`src/rtl/branch_predictor.sv`:
```
// Branch predictor: static not-taken, bimodal or gshare table of saturating
// counters, with a global history register and resolved/mispredict statistics.

// One saturating counter of the prediction table.
module bp_counter #(
  parameter int              CNT_W   = 2,
  parameter logic [CNT_W-1:0] CNT_RST = '0
) (
  input  logic             clk,
  input  logic             rst_n,
  input  logic             inc,
  input  logic             dec,
  output logic [CNT_W-1:0] ctr
);

  // Saturating up/down count; inc and dec are never both high.
  always_ff @(posedge clk or negedge rst_n) begin
    if (!rst_n)                      ctr <= CNT_RST;
    else if (inc && (ctr != '1))     ctr <= ctr + 1'b1;
    else if (dec && (ctr != '0))     ctr <= ctr - 1'b1;
  end

endmodule

module branch_predictor #(
  parameter int ENTRIES = 16,
  parameter int CNT_W   = 2,
  parameter int MODE    = 1,
  parameter int STAT_W  = 16,
  localparam int IDX_W  = $clog2(ENTRIES)
) (
  input  logic              clk,
  input  logic              rst_n,
  input  logic [31:0]       pc_if,
  output logic              pred_taken,
  output logic [IDX_W-1:0]  pred_ghr,
  input  logic              upd_valid,
  input  logic [31:0]       upd_pc,
  input  logic [IDX_W-1:0]  upd_ghr,
  input  logic              upd_taken,
  input  logic              upd_pred,
  output logic              mispredict,
  output logic [STAT_W-1:0] branch_cnt,
  output logic [STAT_W-1:0] miss_cnt
);

  // Weakly-not-taken: all ones below the MSB (0 when CNT_W is 1).
  localparam logic [CNT_W-1:0] CNT_RST = CNT_W'((1 << (CNT_W-1)) - 1);

  logic [ENTRIES-1:0][CNT_W-1:0] ctr;
  logic [IDX_W-1:0]              ghr;
  logic [IDX_W-1:0]              rd_idx;
  logic [IDX_W-1:0]              wr_idx;
  logic                          tbl_upd;

  // Address bits outside the index field are intentionally ignored.
  wire unused_ok = &{1'b0, pc_if[31:IDX_W+2], pc_if[1:0],
                     upd_pc[31:IDX_W+2], upd_pc[1:0]};

  // Read and write indices; gshare folds history into the PC bits.
  always_comb begin
    rd_idx = pc_if[IDX_W+1:2];
    wr_idx = upd_pc[IDX_W+1:2];
    if (MODE == 2) begin
      rd_idx = pc_if[IDX_W+1:2] ^ ghr;
      wr_idx = upd_pc[IDX_W+1:2] ^ upd_ghr;
    end
  end

  // Static mode never trains the table.
  assign tbl_upd    = upd_valid && (MODE != 0);
  assign pred_taken = (MODE == 0) ? 1'b0 : ctr[rd_idx][CNT_W-1];
  assign pred_ghr   = ghr;

  genvar e;
  generate
    for (e = 0; e < ENTRIES; e++) begin : g_ent
      bp_counter #(.CNT_W(CNT_W), .CNT_RST(CNT_RST)) u_ctr (
        .clk   (clk),
        .rst_n (rst_n),
        .inc   (tbl_upd && (wr_idx == IDX_W'(e)) &&  upd_taken),
        .dec   (tbl_upd && (wr_idx == IDX_W'(e)) && !upd_taken),
        .ctr   (ctr[e])
      );
    end
  endgenerate

  // Global history: shift in each resolved outcome, gshare only.
  always_ff @(posedge clk or negedge rst_n) begin
    if (!rst_n)                        ghr <= '0;
    else if ((MODE == 2) && upd_valid) ghr <= {ghr[IDX_W-2:0], upd_taken};
  end

  // Registered mispredict pulse and saturating statistics.
  always_ff @(posedge clk or negedge rst_n) begin
    if (!rst_n) begin
      mispredict <= 1'b0;
      branch_cnt <= '0;
      miss_cnt   <= '0;
    end else begin
      mispredict <= upd_valid && (upd_taken != upd_pred);
      if (upd_valid && (branch_cnt != '1))
        branch_cnt <= branch_cnt + 1'b1;
      if (upd_valid && (upd_taken != upd_pred) && (miss_cnt != '1))
        miss_cnt <= miss_cnt + 1'b1;
    end
  end

endmodule
```
`config.mk`:
```
export PLATFORM = sky130hd
export DESIGN_NAME = branch_predictor
export DESIGN_NICKNAME = d
export VERILOG_FILES = /design/src/rtl/branch_predictor.sv
export SDC_FILE = /design/constraint.sdc
export NUM_CORES = 1
export LEC_CHECK = 0
export BUFFER_PORTS_ARGS = -buffer_cell sky130_fd_sc_hd__buf_4
export CAP_MARGIN = 20
export CORE_MARGIN = 8
export CORE_UTILIZATION = 45
export DETAILED_ROUTE_END_ITERATION = 7
export PLACE_DENSITY = 0.74
export SETUP_SLACK_MARGIN = 0.5
export SYNTH_ARGS = -nofsm -noshare
export SYNTH_HDL_FRONTEND = slang
export SYNTH_SLANG_ARGS = --single-unit
```
`constraint.sdc`:
```
create_clock -name clk -period 2.36 [get_ports clk]
set_clock_uncertainty 0.1 [all_clocks]
set_input_delay 0.118 -clock clk [delete_from_list [all_inputs] [get_ports clk]]
set_output_delay 0.118 -clock clk [all_outputs]
set_load 0.05 [all_outputs]
```
======== Word level (Yosys, flattened, before mapping) ========
Cells that the tools add are included.
word-level totals
  output and inout bits ................... 38
  input port bits ......................... 73
  logic and storage cells ................. 239
  register bits ........................... 65
operators by class
  order comparisons ....................... 1
  reductions and logical operators ........ 117
  eq/ne operators ......................... 34
  add/subtract/negate cells ............... 34
  multiplexer cells ....................... 34
operators with widths
  cell                     number
  $logic_and A1 B1 Y1      83
  $mux W2                  33
  $reduce_bool A2 Y1       32
  $add A16 B1 Y16 const B  2
  $add A2 B1 Y2 const B    16
  $eq A4 B4 Y1 const B     8
  $ne A16 B16 Y1 const B   2
  $ne A2 B2 Y1 const B     16
  $sub A2 B1 Y2 const B    16
  $eq A4 B3 Y1 const B     4
  $bmux W2 S4              1
  $eq A4 B2 Y1 const B     2
  $lt A4 B5 Y1 const B     1
  $eq A4 B1 Y1 const B     1
  $logic_not A4 Y1         1
  $logic_not A1 Y1         1
  $ne A1 B1 Y1             1

======== Logic depth before layout (Yosys ltp) ========
Gate-level depths: netlist of run 1.
  depth after elaboration ................. 6
  gate-level depth with buffers ........... 6

======== Modules after synthesis ========
A second synthesis of run 1 with hierarchy kept.
unflattened totals
  cells, all modules ...................... 360
  area total of the unflattened synthesis .. 3,572.2 um^2
by module, submodules not included
  module            area an instance (um^2)  cells an instance  instances
  branch_predictor  2,070.7                  216                1
  bp_counter        93.8                     9                  16

======== Worst setup path before layout of run 1 ========
OpenSTA, ideal clock, no wires.
  kind .................................... reg2reg
  from .................................... register branch_cnt[0]
  to ...................................... register branch_cnt[1]
  setup slack ............................. 154 ps
  cell stages (with the launch flop) ...... 6
  data required time ...................... 2,132 ps
  arrival time ............................ 1,978 ps
  path through ............................ dfrtp_1 > ha_1 > nand4_1 > nor4_4 > nand2b_1 > mux2_1
on the way
  longest elaborated chain between the ends .. 2
RTL lines
  element                                                                  RTL line  RTL
  from (decl)                                                              43        output logic [STAT_W-1:0] branch_cnt,
  from (signal assigned)                                                   103       branch_cnt <= branch_cnt + 1'b1;
  parallel branches: the longest is 2 deep, another holds $add A16 B1 Y16  n/a
Several ways; the timed one is not identified.
A chain may end at the register's enable or synchronous reset.

======== Worst setup path in the final report of run 1 ========
  from .................................... register g_ent[3].u_ctr.ctr[1]
  to ...................................... output pred_taken
on the way
  longest elaborated chain between the ends .. 2
RTL lines
  element                        RTL line  RTL
  from (decl)                    13        output logic [CNT_W-1:0] ctr
  from (signal assigned)         19        else if (inc && (ctr != '1)) ctr <= ctr + 1'b1;
  from (signal assigned)         20        else if (dec && (ctr != '0)) ctr <= ctr - 1'b1;
  $bmux W2 S4                    72        assign pred_taken = (MODE == 0) ? 1'b0 : ctr[rd_idx][CNT_W-1];
  $mux W2 (not written as such)  72
  to (decl)                      35        output logic pred_taken,
No other way between the ends. The select of a mux whose other input is x is not followed.

==> metrics.cfg, run 1 <==
[clock_tree]
cts_buffers = 9
clkTransAtPathRegs_ns = 0.08
tritoncts = built
cts.path.max_buffers = 2
htreeDepth = 3
clock_latency_ns = 0.35
cts-root-buf = clkbuf_8
clock-sinks = 65

[drt]
wl_met3_um = 407
viasPerCell = 5.81
drt_iter0_drc = 179
drt-pass1-iter-count = 4
wl_um = 8120
final_antenna_net_count = 0
post-route-drc-count = 0
topRoutingLayerUsed = met4
wirelength_met1_um = 3490
met2WireLength_um = 4120
wl_per_cell_um = 16.0
dr_total_vias = 2948

[floorplanning]
start_util = 0.460
fp.dieW_um = 105
core_um2 = 7690
ioPinCount = 111
die_y_um = 105
rows = 32
die_area_um2 = 10900

[synth]
synth.distinct_cells = 52
netlist_instances = 348
syn_area_um2 = 3530
ys_seq_elements = 65
synth_edf_count = 0
ys.flop_type = dfrtp_1
ys_warn_count = 4
ys_async_sr_fraction = 1.00
syn-mean-instance-area_um2 = 10.2
yosysSeqAreaShare = 0.466

[sta]
slew_violations = 0
setup-tns-final_ns = 0
fmax_mhz = 505
tightest_slew_ns = 0.814
post-route-period-util = 0.839
report.final.hold_viol_count = 0
setup_viol = 0
relSlewSlack = 0.457
rsz0062_at_grt = true
min_period_ns = 1.98

[critical_path]
critPathKind = flip-flop to output port
worstPathMaxFanout = 2
critical_path.slowest_cell = mux4_2
worst_setup_path_end_kind = output port
critPathArrivalTime_ns = 1.76
crit_required_ns = 2.14
max_stage_delay_ns = 0.49
start_kind = flip-flop
cp_cell_sequence = mux4_2 -> nor2b_1 -> a211oi_2 -> a21oi_1 -> buf_4

[pwr]
p_per_area_nw_per_um2 = 844
p_leak_uw = 0.00176
ir_worst_vdd_mv = 0.426

[placement]
portBuffers = 46
dp_cells = 484
dp_hpwl_um = 5560
gp_congestion = 0.761

[status]
status = finished clean

[final_layout]
final_nets = 475
drive_gt1_frac = 0.356
synthToLayoutAreaGrowth_pct = 22.2
fin_cells = 507
diodes = 0

[global_route]
antenna_found_initial = 0
grt_usage = 0.151
globalRouteOverflowTotal = 0
grt_pass1_wl_um = 13800
grt_pass1_vias = 2914
grt_max_degree = 66

[flow_run]
maxCapViolCount = 0

[min_path]
hold_path.class = primary input to flip-flop

-- where the power goes --
group / total (uW) / switching (uW) / internal [uW] / leakage, uW
registers: 1540 / 234 / 1310 / 0.000702
logic: 1060 / 713 / 346 / 0.000951
clock network: 1050 / 452 / 594 / 0.000109
total: 3650 / 1400 / 2250 / 0.00176
-- worst max-delay path: cells and delay by family (launching register included) --
kind	cells	cell delay, ns
flip-flops	1	0.38
AO/OA/AOI/OAI	2	0.20
buffers and inverters	1	0.19
AND/OR/NAND/NOR	1	0.16
multiplexers	1	0.49
-- area by class of cell --
| class | count | area (um2) |
|---|---|---|
| clock buffers | 9 | 124 |
| flip-flops and latches | 65 | 1680 |
| multi-input cells | 261 | 1840 |
| fillers | 670 | 3370 |
| repair buffers | 56 | 423 |
| clock inverters | 7 | 95.1 |
| inverters | 7 | 26.3 |
| well taps | 102 | 128 |
-- Yosys cell counts, types with 3 or more instances --
| cell | n | area (um2) |
|---|---|---|
| dfrtp_1 | 49 | 1230 |
| o21ai_0 | 49 | 245 |
| nand2_1 | 34 | 128 |
| nand3_1 | 22 | 110 |
| xor2_1 | 18 | 158 |
| dfstp_2 | 16 | 420 |
| a31oi_1 | 13 | 81.3 |
| a21oi_1 | 12 | 60.1 |
| a221o_1 | 11 | 110 |
| nor3b_1 | 11 | 82.6 |
| clkbuf_1 | 10 | 37.5 |
| inv_1 | 7 | 26.3 |
| nor3_1 | 7 | 35.0 |
| buf_4 | 6 | 45.0 |
| a211oi_1 | 5 | 37.5 |
| nand4_1 | 5 | 31.3 |
| nor2_1 | 5 | 18.8 |
| xnor2_1 | 5 | 43.8 |
| and3_1 | 4 | 25.0 |
| mux4_2 | 4 | 90.1 |
| mux2_1 | 3 | 33.8 |
| mux2i_1 | 3 | 30.0 |
| nand2b_1 | 3 | 18.8 |
| nor2b_1 | 3 | 18.8 |
| o21a_1 | 3 | 22.5 |
-- repair_timing --
item | CTS | global route
setup buffers | 4 | 2
hold buffers | 1 | 0
endpoints found under the hold margin | 49 | 0
gates resized for setup | 2 | 2
endpoints found under the setup margin | 8 | 7
pin swaps | 2 | 1
-- per-stage QoR --
stage	cell area, um2	worst slack, ns	hold slack (ns)	util	total power (uW)
6_report	4320	0.381	0.00931	0.562	3650
5_1_grt	4320	0.314	0.0113	0.562	3830
4_1_cts	4300	0.332	0.000486	0.559	3690
3_5_place_dp	4030	0.486	0.168	0.524	2630
3_3_place_gp	4030	0.503	0.169	0.524	2590
2_1_floorplan	3630	0.436	-0.278	-	2260
-- sequential cells by signal (all words and copies together) (netlist names) --
name / count
miss_cnt: 16
mispredict: 1
g_ent.u_ctr.ctr: 32
branch_cnt: 16
-- layer usage --
metal  GRT usage  up-vias
met5           0        -
met4      0.0591        0
met3      0.0491        9
met2       0.253       65
met1       0.176     1471
li1            -     1403
-- worst paths after layout --
| path | start | cells after the start | endpoint | slack, ns |
|---|---|---|---|---|
| worst max-delay path | g_ent[3].u_ctr.ctr[1]$_DFFE_PN0P_ | 5 | pred_taken | 0.38 |
| worst min-delay path | upd_valid | 3 | branch_cnt[0]$_DFFE_PN0P_ | 0.009 |
| worst max register to register | miss_cnt[0]$_DFFE_PN0P_ | 6 | miss_cnt[6]$_DFFE_PN0P_ | 0.61 |
| worst min register to register | miss_cnt[11]$_DFFE_PN0P_ | 1 | miss_cnt[11]$_DFFE_PN0P_ | 0.40 |
| max in group asynchronous | rst_n | 2 | miss_cnt[0]$_DFFE_PN0P_ | 1.27 |
| min in group asynchronous | rst_n | 2 | branch_cnt[12]$_DFFE_PN0P_ | 0.31 |
-- cells in the final DEF (no fill, tap or decap), types with 3 or more instances in the layout --
master,count
a211oi_1,4
a21oi_1,11
a221o_1,11
a31oi_1,13
and3_1,4
buf_4,55
clkbuf_8,9
conb_1,4
dfrtp_1,21
dfrtp_2,28
dfstp_2,16
inv_1,7
mux2i_1,3
mux4_2,4
nand2_1,34
nand3_1,21
nand4_1,5
nor2_1,5
nor2b_1,3
nor3_1,7
nor3b_1,11
nor4b_2,3
o21a_1,3
o21ai_0,49
xnor2_1,5
xor2_1,18
-- cells by family (layout without fill, tap and decap cells) --
kind of cell,Yosys count,in the layout,synth area share
simple gates,117,117,0.200
compound gates,103,103,0.184
flops,65,65,0.466
buf+inv,25,79,0.0354
xor+xnor,23,23,0.0570
mux,12,12,0.0499
fa+ha+maj,2,2,0.00708
other cells,1,4,0.00106
Power figures use the tool's default switching activity.
==> run 2: changes to the inputs <==
- ABC_AREA: unset -> 1
- PLACE_DENSITY: 0.74 -> 0.73
- clock period: 2.36 -> 2 ns (I/O delays scaled with it)
==> metrics.cfg, run 2 <==
[drt]
final_antenna_net_count = 0  ; unchanged
drt_iter0_drc = 169  ; was 179
wl_per_cell_um = 14.2  ; was 16.0 um
post-route-drc-count = 0  ; unchanged
drt-pass1-iter-count = 4  ; unchanged
wl_um = 10100  ; was 8120 um
viasPerCell = 5.22  ; was 5.81
dr_total_vias = 3720  ; was 2,948

[critical_path]
critPathKind = flip-flop to output port  ; unchanged
worst_setup_path_end_kind = output port  ; unchanged
critPathArrivalTime_ns = 1.38  ; was 1.76 ns
crit_required_ns = 1.80  ; was 2.14 ns
worstPathMaxFanout = 3  ; was 2
start_kind = flip-flop  ; unchanged

[final_layout]
fill_cells = 794  ; was 670
top_regs = g_ent.u_ctr.ctr (32), branch_cnt (16), miss_cnt (16)  ; unchanged
finish.instance_area_um2 = 4980  ; was 4320 um2
final_nets = 674  ; was 475
largest_reg_flops = 32  ; unchanged
diodes = 0  ; unchanged
final_common_cell = nand2_1  ; was buf_4
drive_gt1_frac = 0.323  ; was 0.356
regArea_um2 = 1680  ; about the same
synthToLayoutAreaGrowth_pct = 27.1  ; was 22.2%
most-common-layout-cells = 131 x nand2_1, 59 x buf_4, 55 x inv_1  ; was 55 x buf_4, 49 x o21ai_0, 34 x nand2_1
multi_input_area_um2 = 2170  ; was 1840 um2
regMostFlops = g_ent.u_ctr.ctr  ; unchanged

[clock_tree]
htreeDepth = 3  ; unchanged
cts-root-buf = clkbuf_8  ; unchanged
clock_latency_ns = 0.34  ; was 0.35 ns
clkTransAtPathRegs_ns = 0.07  ; was 0.08 ns
tritoncts = built  ; unchanged
clock-sinks = 65  ; unchanged
cts_buffers = 9  ; unchanged
cts.path.max_buffers = 2  ; unchanged

[floorplanning]
die_area_um2 = 12000  ; was 10,900 um2
die_y_um = 109  ; was 105 um
ioPinCount = 111  ; unchanged
rows = 34  ; was 32
start_util = 0.456  ; was 0.460
fp.dieW_um = 109  ; was 105 um
core_um2 = 8590  ; was 7690 um2

[sta]
tightest_slew_ns = 0.518  ; was 0.814 ns
slew_violations = 0  ; unchanged
rsz0062_at_grt = true  ; unchanged
setup_viol = 0  ; unchanged
holdWs_ns = 0.0344  ; was 0.00931 ns
fmax_mhz = 633
relSlewSlack = 0.655  ; was 0.457
min_period_ns = 1.58
setup-tns-final_ns = 0  ; unchanged
worst_slack_ns = 0.420  ; was 0.381 ns
post-route-period-util = 0.790
report.final.hold_viol_count = 0  ; unchanged

[placement]
gp_congestion = 0.846  ; was 0.761
portBuffers = 46  ; unchanged
dp_slack_ns = 0.372  ; was 0.486 ns
dp_hpwl_um = 6730  ; was 5560 um
post_dp_cell_area_um2 = 4410  ; was 4030 um2

[synth]
synth.distinct_cells = 36  ; was 52
synth_top_area_share = 0.313  ; was 0.347
synth_commonest_cells = 161 x nand2_1, 57 x nor2_1, 56 x inv_1  ; was 49 x dfrtp_1, 49 x o21ai_0, 34 x nand2_1
synth_edf_count = 0  ; unchanged
synthTopCellsByArea = dfrtp_1 31%, nand2_1 15%, dfstp_2 11%  ; was dfrtp_1 35%, dfstp_2 12%, o21ai_0 6.9%
ys_async_sr_fraction = 1.00  ; unchanged
netlist_instances = 530  ; was 348
ys_seq_elements = 65  ; unchanged
yosysMostFrequentCell = nand2_1
ys_warn_count = 4  ; unchanged
yosysSeqAreaShare = 0.420  ; was 0.466
syn-mean-instance-area_um2 = 7.40  ; was 10.2 um2
syn_area_um2 = 3920  ; was 3530 um2
ys.flop_type = dfrtp_1  ; unchanged
synth_top_area_cell = dfrtp_1  ; unchanged

[pwr]
p_per_area_nw_per_um2 = 1030  ; was 844 nW/um2
ir_worst_vdd_mv = 1.10  ; was 0.426 mV
p_leak_uw = 0.00227  ; was 0.00176 uW

[global_route]
grt_pass1_wl_um = 16200  ; was 13,800 um
globalRouteOverflowTotal = 0  ; unchanged
grt_usage = 0.169  ; was 0.151
antenna_found_initial = 0  ; unchanged
grt_pass1_vias = 3550  ; was 2,914
grt_max_degree = 40  ; was 66

[status]
status = finished clean  ; unchanged

[min_path]
hold_path.class = primary input to flip-flop  ; unchanged

[flow_run]
maxCapViolCount = 0  ; unchanged

## run 2: worst max-delay path, cell delays in order, from the launching register on
cell	delay (ns)
dfrtp_1	0.37
inv_1	0.08
a21oi_1	0.13
o21ai_1	0.08
nand3_1	0.07
nand3_1	0.07
nand2_1	0.09
buf_6	0.16
## run 2: layer usage
| metal | track usage | wire length [um] | up-vias |
|---|---|---|---|
| met5 | 0 | 0 | - |
| met3 | 0.0533 | 524 | 14 |
| li1 | - | - | 1861 |
| met1 | 0.208 | 4420 | 1761 |
| met2 | 0.272 | 5060 | 84 |
| met4 | 0.0608 | 125 | 0 |
## run 2: worst paths after layout
path	startpoint	end	slack, ns	cells after the start
max	g_ent[9].u_ctr.ctr[1]$_DFFE_PN0P_	pred_taken	0.42	7
min	upd_valid	branch_cnt[12]$_DFFE_PN0P_	0.03	3
max reg2reg	branch_cnt[0]$_DFFE_PN0P_	branch_cnt[11]$_DFFE_PN0P_	0.45	8
min reg2reg	g_ent[7].u_ctr.ctr[0]$_DFFE_PN1P_	g_ent[7].u_ctr.ctr[0]$_DFFE_PN1P_	0.40	2
max in group asynchronous	rst_n	g_ent[6].u_ctr.ctr[0]$_DFFE_PN1P_	1.03	3
min in group asynchronous	rst_n	g_ent[2].u_ctr.ctr[1]$_DFFE_PN0P_	0.17	2
## run 2: timing repair
| item | 4_1_cts | 5_1_grt |
|---|---|---|
| pin swaps | 2 | 26 |
| endpoints found under the hold margin | 38 | 0 |
| gates resized for setup | 7 | 50 |
| hold buffers | 3 | 0 |
| gates cloned | 1 | 1 |
| setup endpoints to repair | 30 | 33 |
| buffers inserted | 5 | 11 |
## run 2: cell type report
cell class,count,area share
Multi-Input combinational cell,396,0.435
Sequential cell,65,0.337
Timing Repair Buffer,69,0.117
Inverter,58,0.0437
Clock buffer,13,0.0319
Tap cell,108,0.0271
Clock inverter,3,0.00803
## run 2: cell families (layout without fill, tap and decap cells)
| kind of cell | Yosys count | count (layout) | synth area share |
|---|---|---|---|
| DFF | 65 | 65 | 0.420 |
| adders and majority gates | 2 | 2 | 0.00638 |
| and+or+nand+nor | 291 | 292 | 0.330 |
| other | 1 | 4 | 0.000956 |
| AOI/OAI and AO/OA | 83 | 83 | 0.123 |
| xor gates and xnor gates | 15 | 15 | 0.0335 |
| buffers and inverters | 73 | 143 | 0.0855 |
## run 2: stage by stage
stage | total power, uW | utilization | std cells
6_report | 5150 | 0.580 | 712
5_1_grt | 5460 | 0.580 | 712
4_1_cts | 5010 | 0.551 | 700
3_5_place_dp | 3770 | 0.514 | 675
3_3_place_gp | 3680 | 0.514 | 675
2_1_floorplan | 3260 | - | 533
## run 2: power breakdown
part	leakage [uW]	switching (uW)	total (uW)	internal, uW
Sequential	0.000751	400	2120	1720
Combinational	0.00142	1190	1890	700
Clock	0.000103	507	1150	641
Total	0.00227	2090	5150	3060
==> run 3: changes to the inputs <==
- clock period: 2 -> 1.5 ns (I/O delays scaled with it)
==> metrics.cfg, run 3 (synthesis gave the netlist of run 2 again) <==
[final_layout]
final_nets = 747  ; was 674
drive_gt1_frac = 0.496  ; was 0.323
largest_reg_flops = 32  ; unchanged
regMostFlops = g_ent.u_ctr.ctr  ; unchanged
top_regs = g_ent.u_ctr.ctr (32), branch_cnt (16), miss_cnt (16)  ; unchanged
most-common-layout-cells = 124 x nand2_1, 63 x buf_4, 43 x nand2_2  ; was 131 x nand2_1, 59 x buf_4, 55 x inv_1
diodes = 0  ; unchanged
final_common_cell = nand2_1  ; unchanged
fin_cells = 785  ; was 712
synthToLayoutAreaGrowth_pct = 56.2  ; was 27.1%

[sta]
min_period_ns = 1.55
relSlewSlack = 0.659  ; was 0.655
holdWs_ns = -0.0205  ; was 0.0344 ns
worst_slack_ns = -0.0544  ; was 0.420 ns
post-route-period-util = 1.04
rsz0062_at_grt = true  ; unchanged
tightest_slew_ns = 0.511  ; was 0.518 ns
report.final.hold_viol_count = 1  ; was 0
fmax_mhz = 643
setup_viol = 15  ; was 0
slew_violations = 0  ; unchanged

[status]
violations = negative hold slack, negative setup slack
status = finished with violations  ; was finished clean

[pwr]
p_leak_uw = 0.00276  ; was 0.00227 uW
finalPower_uw = 7920  ; was 5150 uW
p_per_area_nw_per_um2 = 1290  ; was 1030 nW/um2
ir_worst_vdd_mv = 1.29  ; was 1.10 mV

[placement]
gp_congestion = 0.868  ; was 0.846
dp_cells = 700  ; was 675
dp_hpwl_um = 7200  ; was 6730 um
portBuffers = 46  ; unchanged

[critical_path]
worst_setup_path_end_kind = flip-flop  ; was output port
critPathKind = flip-flop to flip-flop  ; was flip-flop to output port
crit_required_ns = 1.64  ; was 1.80 ns
timing.rr.end = miss_cnt[3]$_DFFE_PN0P_  ; was branch_cnt[11]$_DFFE_PN0P_
critPathArrivalTime_ns = 1.69  ; was 1.38 ns
endpoint = miss_cnt[3]$_DFFE_PN0P_  ; was pred_taken
reg2reg_depth = 8  ; unchanged
cp-startpoint = miss_cnt[0]$_DFFE_PN0P_  ; was g_ent[9].u_ctr.ctr[1]$_DFFE_PN0P_
timing.rr.start = miss_cnt[0]$_DFFE_PN0P_  ; was branch_cnt[0]$_DFFE_PN0P_
start_kind = flip-flop  ; unchanged
reg2reg_slack_ns = -0.05  ; was 0.45 ns
worstPathMaxFanout = 8  ; was 3

[clock_tree]
clock-sinks = 65  ; unchanged
cts-root-buf = clkbuf_8  ; unchanged
tritoncts = built  ; unchanged
clkTransAtPathRegs_ns = 0.07  ; about the same
cts.path.max_buffers = 2  ; unchanged
clock_latency_ns = 0.34  ; about the same
holdBufCountCts = 4  ; was 3
htreeDepth = 3  ; unchanged
cts_buffers = 9  ; unchanged

[floorplanning]
fp.dieW_um = 109  ; unchanged
die_y_um = 109  ; unchanged
ioPinCount = 111  ; unchanged
rows = 34  ; unchanged
core_um2 = 8590  ; unchanged
start_util = 0.456  ; unchanged
die_area_um2 = 12000  ; unchanged

[min_path]
hold_path.class = primary input to flip-flop  ; unchanged

[global_route]
globalRouteOverflowTotal = 0  ; unchanged
grt_usage = 0.199  ; was 0.169
grt_max_degree = 38  ; was 40
antenna_found_initial = 0  ; unchanged
grt_pass1_vias = 4182  ; was 3,550
grt_pass1_wl_um = 19100  ; was 16,200 um

[flow_run]
maxCapViolCount = 0  ; unchanged

[drt]
wl_per_cell_um = 16.0  ; was 14.2 um
wl_um = 12600  ; was 10,100 um
viasPerCell = 5.42  ; was 5.22
drt_iter0_drc = 274  ; was 169
final_antenna_net_count = 0  ; unchanged
dr_total_vias = 4251  ; was 3,720
drt-pass1-iter-count = 5  ; was 4
post-route-drc-count = 0  ; unchanged

==> run 3: stage by stage <==
step	area [um2]	setup TNS (ns)	hold WS (ns)	worst slack, ns	utilization
6_report	6130	-0.451	-0.0205	-0.0544	0.713
5_1_grt	6130	-1.82	-0.0157	-0.105	0.713
4_1_cts	5670	-0.0262	-0.0324	-0.0214	0.660
3_5_place_dp	4660	-0.502	-0.145	-0.0744	0.542
3_3_place_gp	4660	-0.0298	-0.151	-0.00687	0.542
2_1_floorplan	4070	-2.97	-0.321	-0.156	-
==> run 3: metal layers <==
| layer | up-vias | part of all wire | global-route usage |
|---|---|---|---|
| li1 | 2006 | - | - |
| met1 | 2087 | 0.40 | 0.234 |
| met2 | 131 | 0.52 | 0.337 |
| met3 | 27 | 0.060 | 0.0504 |
| met4 | 0 | 0.021 | 0.0897 |
| met5 | - | 0 | 0 |
==> run 3: power breakdown <==
group	internal [uW]	total [uW]	switching [uW]
Clock	696	1360	663
Sequential	2290	2840	548
Combinational	1740	3730	1980
==> run 3: worst max-delay path: stages, from the launching register on <==
cell and delay [ns]:
dfrtp_2 0.41, ha_4 0.16, nand3_4 0.08, inv_2 0.09, nand2_4 0.08, o21ai_4 0.21, nand2_4 0.17, nand2_2 0.10
nand2_2 0.05
==> run 3: worst min path at each step <==
stage                    from                                 end  slack [ns]  cells after the start
finish              upd_pc[5]   g_ent[7].u_ctr.ctr[0]$_DFFE_PN1P_       -0.02                      4
detailed placement      rst_n   g_ent[3].u_ctr.ctr[1]$_DFFE_PN0P_       -0.15                      1
floorplan               rst_n           branch_cnt[0]$_DFFE_PN0P_       -0.32                      0
CTS                 upd_pc[5]   g_ent[7].u_ctr.ctr[0]$_DFFE_PN1P_       -0.03                      4
global route        upd_pc[5]   g_ent[7].u_ctr.ctr[0]$_DFFE_PN1P_       -0.02                      4
global placement        rst_n  g_ent[15].u_ctr.ctr[1]$_DFFE_PN0P_       -0.15                      1
==> run 3: repair_timing <==
item,4_1_cts,5_1_grt
setup buffers,37,25
pin swaps,50,30
gates resized for setup,172,75
cloned,3,0
endpoints found under the hold margin,59,1
endpoints found under the setup margin,80,93
==> run 3: area by class of cell <==
type | count | area (um2)
well taps | 108 | 135
repair buffers | 141 | 1490
clock buffers | 16 | 170
flip-flops and latches | 65 | 1680
inverters | 58 | 218
multi-input cells | 397 | 2430
fillers | 608 | 2470
